$ cat src/rtl/prog_loader_pkg.sv
// Shared types and constants for the program loader.
// The CHK state is present only when PROG_LOADER_CHECKSUM_EN is defined.
package prog_loader_pkg;

  localparam int unsigned DEFAULT_DEPTH = 256;

  typedef enum logic [2:0] {
    LEN_LO,
    LEN_HI,
    DATA_LO,
    DATA_HI,
`ifdef PROG_LOADER_CHECKSUM_EN
    CHK,
`endif
    RUN,
    ERROR
  } state_t;

endpackage

$ cat src/rtl/prog_mem.sv
// Instruction store: DEPTH x 16, synchronous write, combinational read.
// Contents are deliberately not reset.
module prog_mem #(
  parameter int unsigned DEPTH = 256,
  parameter int unsigned AW    = 8
) (
  input  logic          clk,
  input  logic          we,
  input  logic [AW-1:0] waddr,
  input  logic [15:0]   wdata,
  input  logic [AW-1:0] raddr,
  output logic [15:0]   rdata
);

  logic [15:0] mem [DEPTH];

  always_ff @(posedge clk) begin
    if (we) mem[waddr] <= wdata;
  end

  assign rdata = mem[raddr];

endmodule

$ cat src/rtl/prog_loader.sv
// Byte-stream program loader: length-prefixed 16-bit words into prog_mem, then RUN.
// Optional trailing XOR checksum byte when PROG_LOADER_CHECKSUM_EN is defined.
module prog_loader
  import prog_loader_pkg::*;
#(
  parameter int unsigned DEPTH = DEFAULT_DEPTH
) (
  input  logic        clk,
  input  logic        reset,
  input  logic        rx_valid,
  input  logic [7:0]  rx_byte,
  output logic        rx_ready,
  input  logic [15:0] instrAddr,
  output logic [15:0] instr,
  output logic        cpu_reset,
  output logic        load_done,
  output logic        load_err
);

  localparam int unsigned AW      = (DEPTH > 1) ? $clog2(DEPTH) : 1;
  localparam logic [16:0] DEPTH_W = 17'(DEPTH);

`ifdef PROG_LOADER_CHECKSUM_EN
  localparam state_t LOAD_END = CHK;
`else
  localparam state_t LOAD_END = RUN;
`endif

  state_t      state, next_state;
  logic [7:0]  low;
  logic [15:0] n;
  logic [16:0] wptr;
  logic        xfer;
  logic        mem_we;
  logic [15:0] rd_data;
  logic [15:0] len_word;

`ifdef PROG_LOADER_CHECKSUM_EN
  logic [7:0]  csum;
`endif

  assign xfer     = rx_valid & rx_ready;
  assign len_word = {rx_byte, low};

  always_comb begin
    next_state = state;
    mem_we     = 1'b0;
    case (state)
      LEN_LO:  if (xfer) next_state = LEN_HI;
      LEN_HI: begin
        if (xfer) begin
          if (len_word == 16'd0)                 next_state = LOAD_END;
          else if ({1'b0, len_word} > DEPTH_W)   next_state = ERROR;
          else                                   next_state = DATA_LO;
        end
      end
      DATA_LO: if (xfer) next_state = DATA_HI;
      DATA_HI: begin
        if (xfer) begin
          mem_we = 1'b1;
          if ((wptr + 17'd1) < {1'b0, n}) next_state = DATA_LO;
          else                            next_state = LOAD_END;
        end
      end
`ifdef PROG_LOADER_CHECKSUM_EN
      CHK: begin
        if (xfer) next_state = (rx_byte == csum) ? RUN : ERROR;
      end
`endif
      RUN:     next_state = RUN;
      ERROR:   next_state = ERROR;
      default: next_state = LEN_LO;
    endcase
  end

  always_ff @(posedge clk or posedge reset) begin
    if (reset) begin
      state     <= LEN_LO;
      low       <= '0;
      n         <= '0;
      wptr      <= '0;
      cpu_reset <= 1'b1;
`ifdef PROG_LOADER_CHECKSUM_EN
      csum      <= '0;
`endif
    end else begin
      state     <= next_state;
      // Registered from next_state so the CPU is released on the final-byte edge.
      cpu_reset <= (next_state != RUN);
      if (xfer && (state == LEN_LO || state == DATA_LO)) low <= rx_byte;
      if (xfer && state == LEN_HI) n <= len_word;
      if (mem_we) wptr <= wptr + 17'd1;
`ifdef PROG_LOADER_CHECKSUM_EN
      if (xfer && (state == DATA_LO || state == DATA_HI)) csum <= csum ^ rx_byte;
`endif
    end
  end

  assign rx_ready  = (state != RUN) && (state != ERROR);
  assign load_done = (state == RUN);
  assign load_err  = (state == ERROR);
  assign instr     = (state == RUN && instrAddr < n) ? rd_data : '0;

  prog_mem #(
    .DEPTH (DEPTH),
    .AW    (AW)
  ) u_mem (
    .clk   (clk),
    .we    (mem_we),
    .waddr (wptr[AW-1:0]),
    .wdata ({rx_byte, low}),
    .raddr (instrAddr[AW-1:0]),
    .rdata (rd_data)
  );

endmodule

$ cat config.mk
export PLATFORM = sky130hd
export DESIGN_NAME = prog_loader
export DESIGN_NICKNAME = d
export VERILOG_FILES = /design/src/rtl/prog_loader_pkg.sv /design/src/rtl/prog_mem.sv /design/src/rtl/prog_loader.sv
export SDC_FILE = /design/constraint.sdc
export NUM_CORES = 2
export LEC_CHECK = 0
export CAP_MARGIN = 15
export CORE_MARGIN = 2
export CORE_UTILIZATION = 57
export CTS_BUF_LIST = sky130_fd_sc_hd__clkbuf_16
export DETAILED_ROUTE_END_ITERATION = 12
export PLACE_DENSITY = 0.72
export RECOVER_POWER = 100
export SETUP_SLACK_MARGIN = 0.15
export SYNTH_ARGS = -nofsm -noshare
export SYNTH_HDL_FRONTEND = slang
export SYNTH_SLANG_ARGS = --single-unit
$ cat constraint.sdc
create_clock -name clk -period 5.9 [get_ports clk]
set_input_delay 0.59 -clock clk [delete_from_list [all_inputs] [get_ports clk]]
set_output_delay 0.59 -clock clk [all_outputs]
set_load 0.1 [all_outputs]
==> impl_metrics.tcl <==
set metrics [dict create \
    netlist_area_mm2 0.162 \
    grt_max_degree 210 \
    fmax_mhz 173 \
    synth_top_cell_area_share 0.757 \
    ctsRootBufferMaster "clkbuf_16" \
    synth_seq_cells 4141 \
    remaining_drc_errors 0 \
    internal-power_uw 47600 \
    violations "max-capacitance violations, max-slew violations" \
    path_cells "buf_16 -> buf_12 -> buf_12 -> clkbuf_4 -> buf_4 -> mux4_2 -> o21ai_1 -> a211oi_1 -> o21ai_0 -> nand4_1 -> a22o_1 -> buf_12" \
    dr.pass1.iters 6 \
    worstSetupPathType "primary input to output pin" \
    seq_area_mm2 0.124 \
    combPwrFrac 0.062 \
    io_pins 47 \
    p_total_uw 61500 \
    yosys-top-cells-area "edfxtp_1 (76%), mux4_2 (8.5%), mux2i_1 (5.2%), a221oi_1 (1.3%), a221o_1 (0.78%)" \
    port_buffers 46 \
    finalMaxSlewViolations 4422 \
    via_count 88055 \
    switchingPower_uw 13900 \
    grt_util_all_layers 0.315 \
    synthCells 8060 \
    synthArstFlopShare 0.0109 \
    cts.sinks 4141 \
    num_rows 196 \
    synthFlopType "edfxtp_1" \
    synthesis.nets 8121 \
    die_height_um 538 \
    gr-total-overflow 0 \
    synth_edf_count 4096 \
    setup_viol 0 \
    critPathArrivalTime_ns 5.19 \
    synthDistinctLibCells 80 \
    wl_um 458000 \
    final_core_utilization 0.637 \
    cp_max_fo 49 \
    maxCapViolCount 97 \
    fin_tns_setup_ns 0 \
    cts.path.max_buffers 4 \
    cts_tree "built" \
    endpoint_kind "output pin" \
    multi_input_area_mm2 0.0351 \
    clock_latency_ns 0.98 \
    post_cts_buffers 0 \
    grt_pass1_vias 84931 \
    relSlewSlack -2.70 \
    slowest_stage "o21ai_0" \
    p_sw_frac 0.226 \
    area_growth_pct 11.5 \
    drt_iter0_markers 15243 \
    antenna_found_initial 31 \
    fin_area_mm2 0.181 \
    gp_congestion 0.922 \
    die_w_um 538 \
    numCtsBuffers 400 \
    power.clock.fraction 0.398 \
    yosysWarnings 0 \
    die-area_mm2 0.289 \
    p_leak_uw 0.0586 \
    period_minus_slack_ns 5.78 \
    n_fill_cell 18722 \
    yosysSeqAreaShare 0.764 \
    h-tree-depth 5 \
    crit_required_ns 5.31 \
    cpPeakStageDelay_ns 0.71 \
    drive_above_1_share 0.180 \
    place_inst 11943 \
    place_area_mm2 0.170 \
    synth_area_per_cell_um2 20.2 \
    skew_ns 0.0706 \
    start_util 0.572 \
    timing.final.crit_share 0.980 \
    finalHoldViolations 0 \
    crit_top_cell "buf_12" \
    core_mm2 0.284 \
    nNetsFinal 8651 \
    fin_cells 12679 \
    power_density_mw_per_mm2 339 \
    hold_path.class "primary input to flop" \
    pwr-share-seq 0.540 \
    post-synth-top-area-cell "edfxtp_1" \
    rsz0062_at_grt "no" \
    viasPerCell 6.94 \
    ir_drop_mv 0.268 \
    ant_nets 0 \
    critPathLaunchType "primary input" \
    outcome "complete, but fails checks" \
    grt_pass1_wl_um 640000 \
    dp_hpwl_um 271000 \
    routedWlPerCell_um 36.2 \
    clk_pin_slew_worst_paths_ns 0.06 \
    worstMarginPinSlew_ns 5.55 \
]
==> path summary, 6_finish.rpt <==
kind | endpoint | depth (start not counted) | slack, ns | start
min reg2reg | wptr[16]$_DFFE_PP0P_ | 1 | 0.49 | wptr[16]$_DFFE_PP0P_
max | instr[15] | 12 | 0.12 | instrAddr[0]
min | state[1]$_DFF_PP0_ | 4 | 0.49 | rx_valid
min in group asynchronous | n[11]$_DFFE_PP0P_ | 3 | 0.56 | reset
max in group asynchronous | low[5]$_DFFE_PP0P_ | 4 | 2.49 | reset
max reg2reg | u_mem.mem[124][0]$_DFFE_PP_ | 7 | 0.38 | wptr[0]$_DFFE_PP0P_
==> flip-flops by register name (all words and copies together), names as in the netlist <==
register	cells
cpu_reset	1
low	8
n	16
state	3
u_mem.mem	4096
wptr	17
==> power groups by stage <==
| stage | Sequential [µW] | Clock [µW] | Combinational (µW) |
|---|---|---|---|
| global placement | 33700 | 0 | 3700 |
| CTS | 33100 | 24600 | 3810 |
| global route | 33200 | 25700 | 3960 |
| detailed placement | 33700 | 0 | 3800 |
| floorplan | 34000 | 0 | 1820 |
| finish | 33200 | 24400 | 3830 |
==> per-layer routing <==
metal	track usage	wire length (µm)	vias to the layer above	part of all wire
met1	0.440	164000	45693	0.36
met3	0.0787	59900	1058	0.13
met2	0.474	210000	6555	0.46
met5	0	253	-	0.00055
li1	-	-	34731	-
met4	0.144	24900	18	0.054
==> Yosys cell counts (29+ instances only) <==
cell type	count
o21ai_0	144
inv_1	29
nand2b_1	32
a21oi_1	106
buf_4	34
nor2_1	326
nor3_1	129
nand3_1	59
a221oi_1	240
mux2_2	29
mux4_2	614
edfxtp_1	4096
a22oi_1	92
o31ai_1	34
mux2i_1	836
ha_1	34
buf_2	68
nand2_1	91
clkbuf_1	238
o21ai_1	97
dfrtp_1	44
buf_6	101
a221o_1	126
a211oi_1	97
a31oi_1	30
==> cell families after synthesis <==
group	synth area share
AOI/OAI and AO/OA	0.0516
xor gates and xnor gates	0.00167
adders and majority gates	0.00262
DFF	0.764
and+or+nand+nor	0.0201
buffers and inverters	0.0211
muxes	0.139
==> layout by cell type, fill, tap and decap left out, types with 59 or more instances in the layout <==
cell / netlist / layout
a221oi_1: 240 / 240
clkbuf_16: 0 / 403
a221o_1: 126 / 126
mux2i_1: 836 / 836
nor2_1: 326 / 277
buf_12: 9 / 69
clkinv_2: 0 / 65
a22oi_1: 92 / 92
buf_4: 34 / 219
nand3_1: 59 / 59
o21ai_1: 97 / 96
clkbuf_1: 238 / 284
nor3_1: 129 / 128
a21oi_1: 106 / 106
o21ai_0: 144 / 145
mux4_2: 614 / 614
inv_1: 29 / 125
nand2_1: 91 / 88
edfxtp_1: 4096 / 4096
clkinv_1: 1 / 94
a211oi_1: 97 / 97
==> repair_timing <==
action,CTS,global route
hold buffers,2,0
setup endpoints to repair,0,1
gates resized for setup,0,1
endpoints found under the hold margin,27,0
==> worst max-delay path: cells and delay by family <==
family	cells	cell delay, ns
buffers and inverters	6	1.83
AND/OR/NAND/NOR	1	0.52
AO/OA/AOI/OAI	4	1.61
multiplexers	1	0.53
==> area by class of cell <==
cell class | instances | area share
timing repair buffer | 630 | 0.0251
antenna | 10 | 0.000138
sequential | 4141 | 0.685
clock inverter | 316 | 0.0131
tap | 3762 | 0.0260
clock buffer | 403 | 0.0557
inverter | 31 | 0.000732
multi-input combinational | 3386 | 0.194
==> metrics by stage <==
stage	setup WS, ns	hold slack (ns)
floorplan	0.272	0.461
global placement	0.364	0.482
detailed placement	0.320	0.480
CTS	0.284	0.0270
global route	0.0839	0.499
finish	0.120	0.493
No activity file was read; power rests on OpenSTA's default activity.
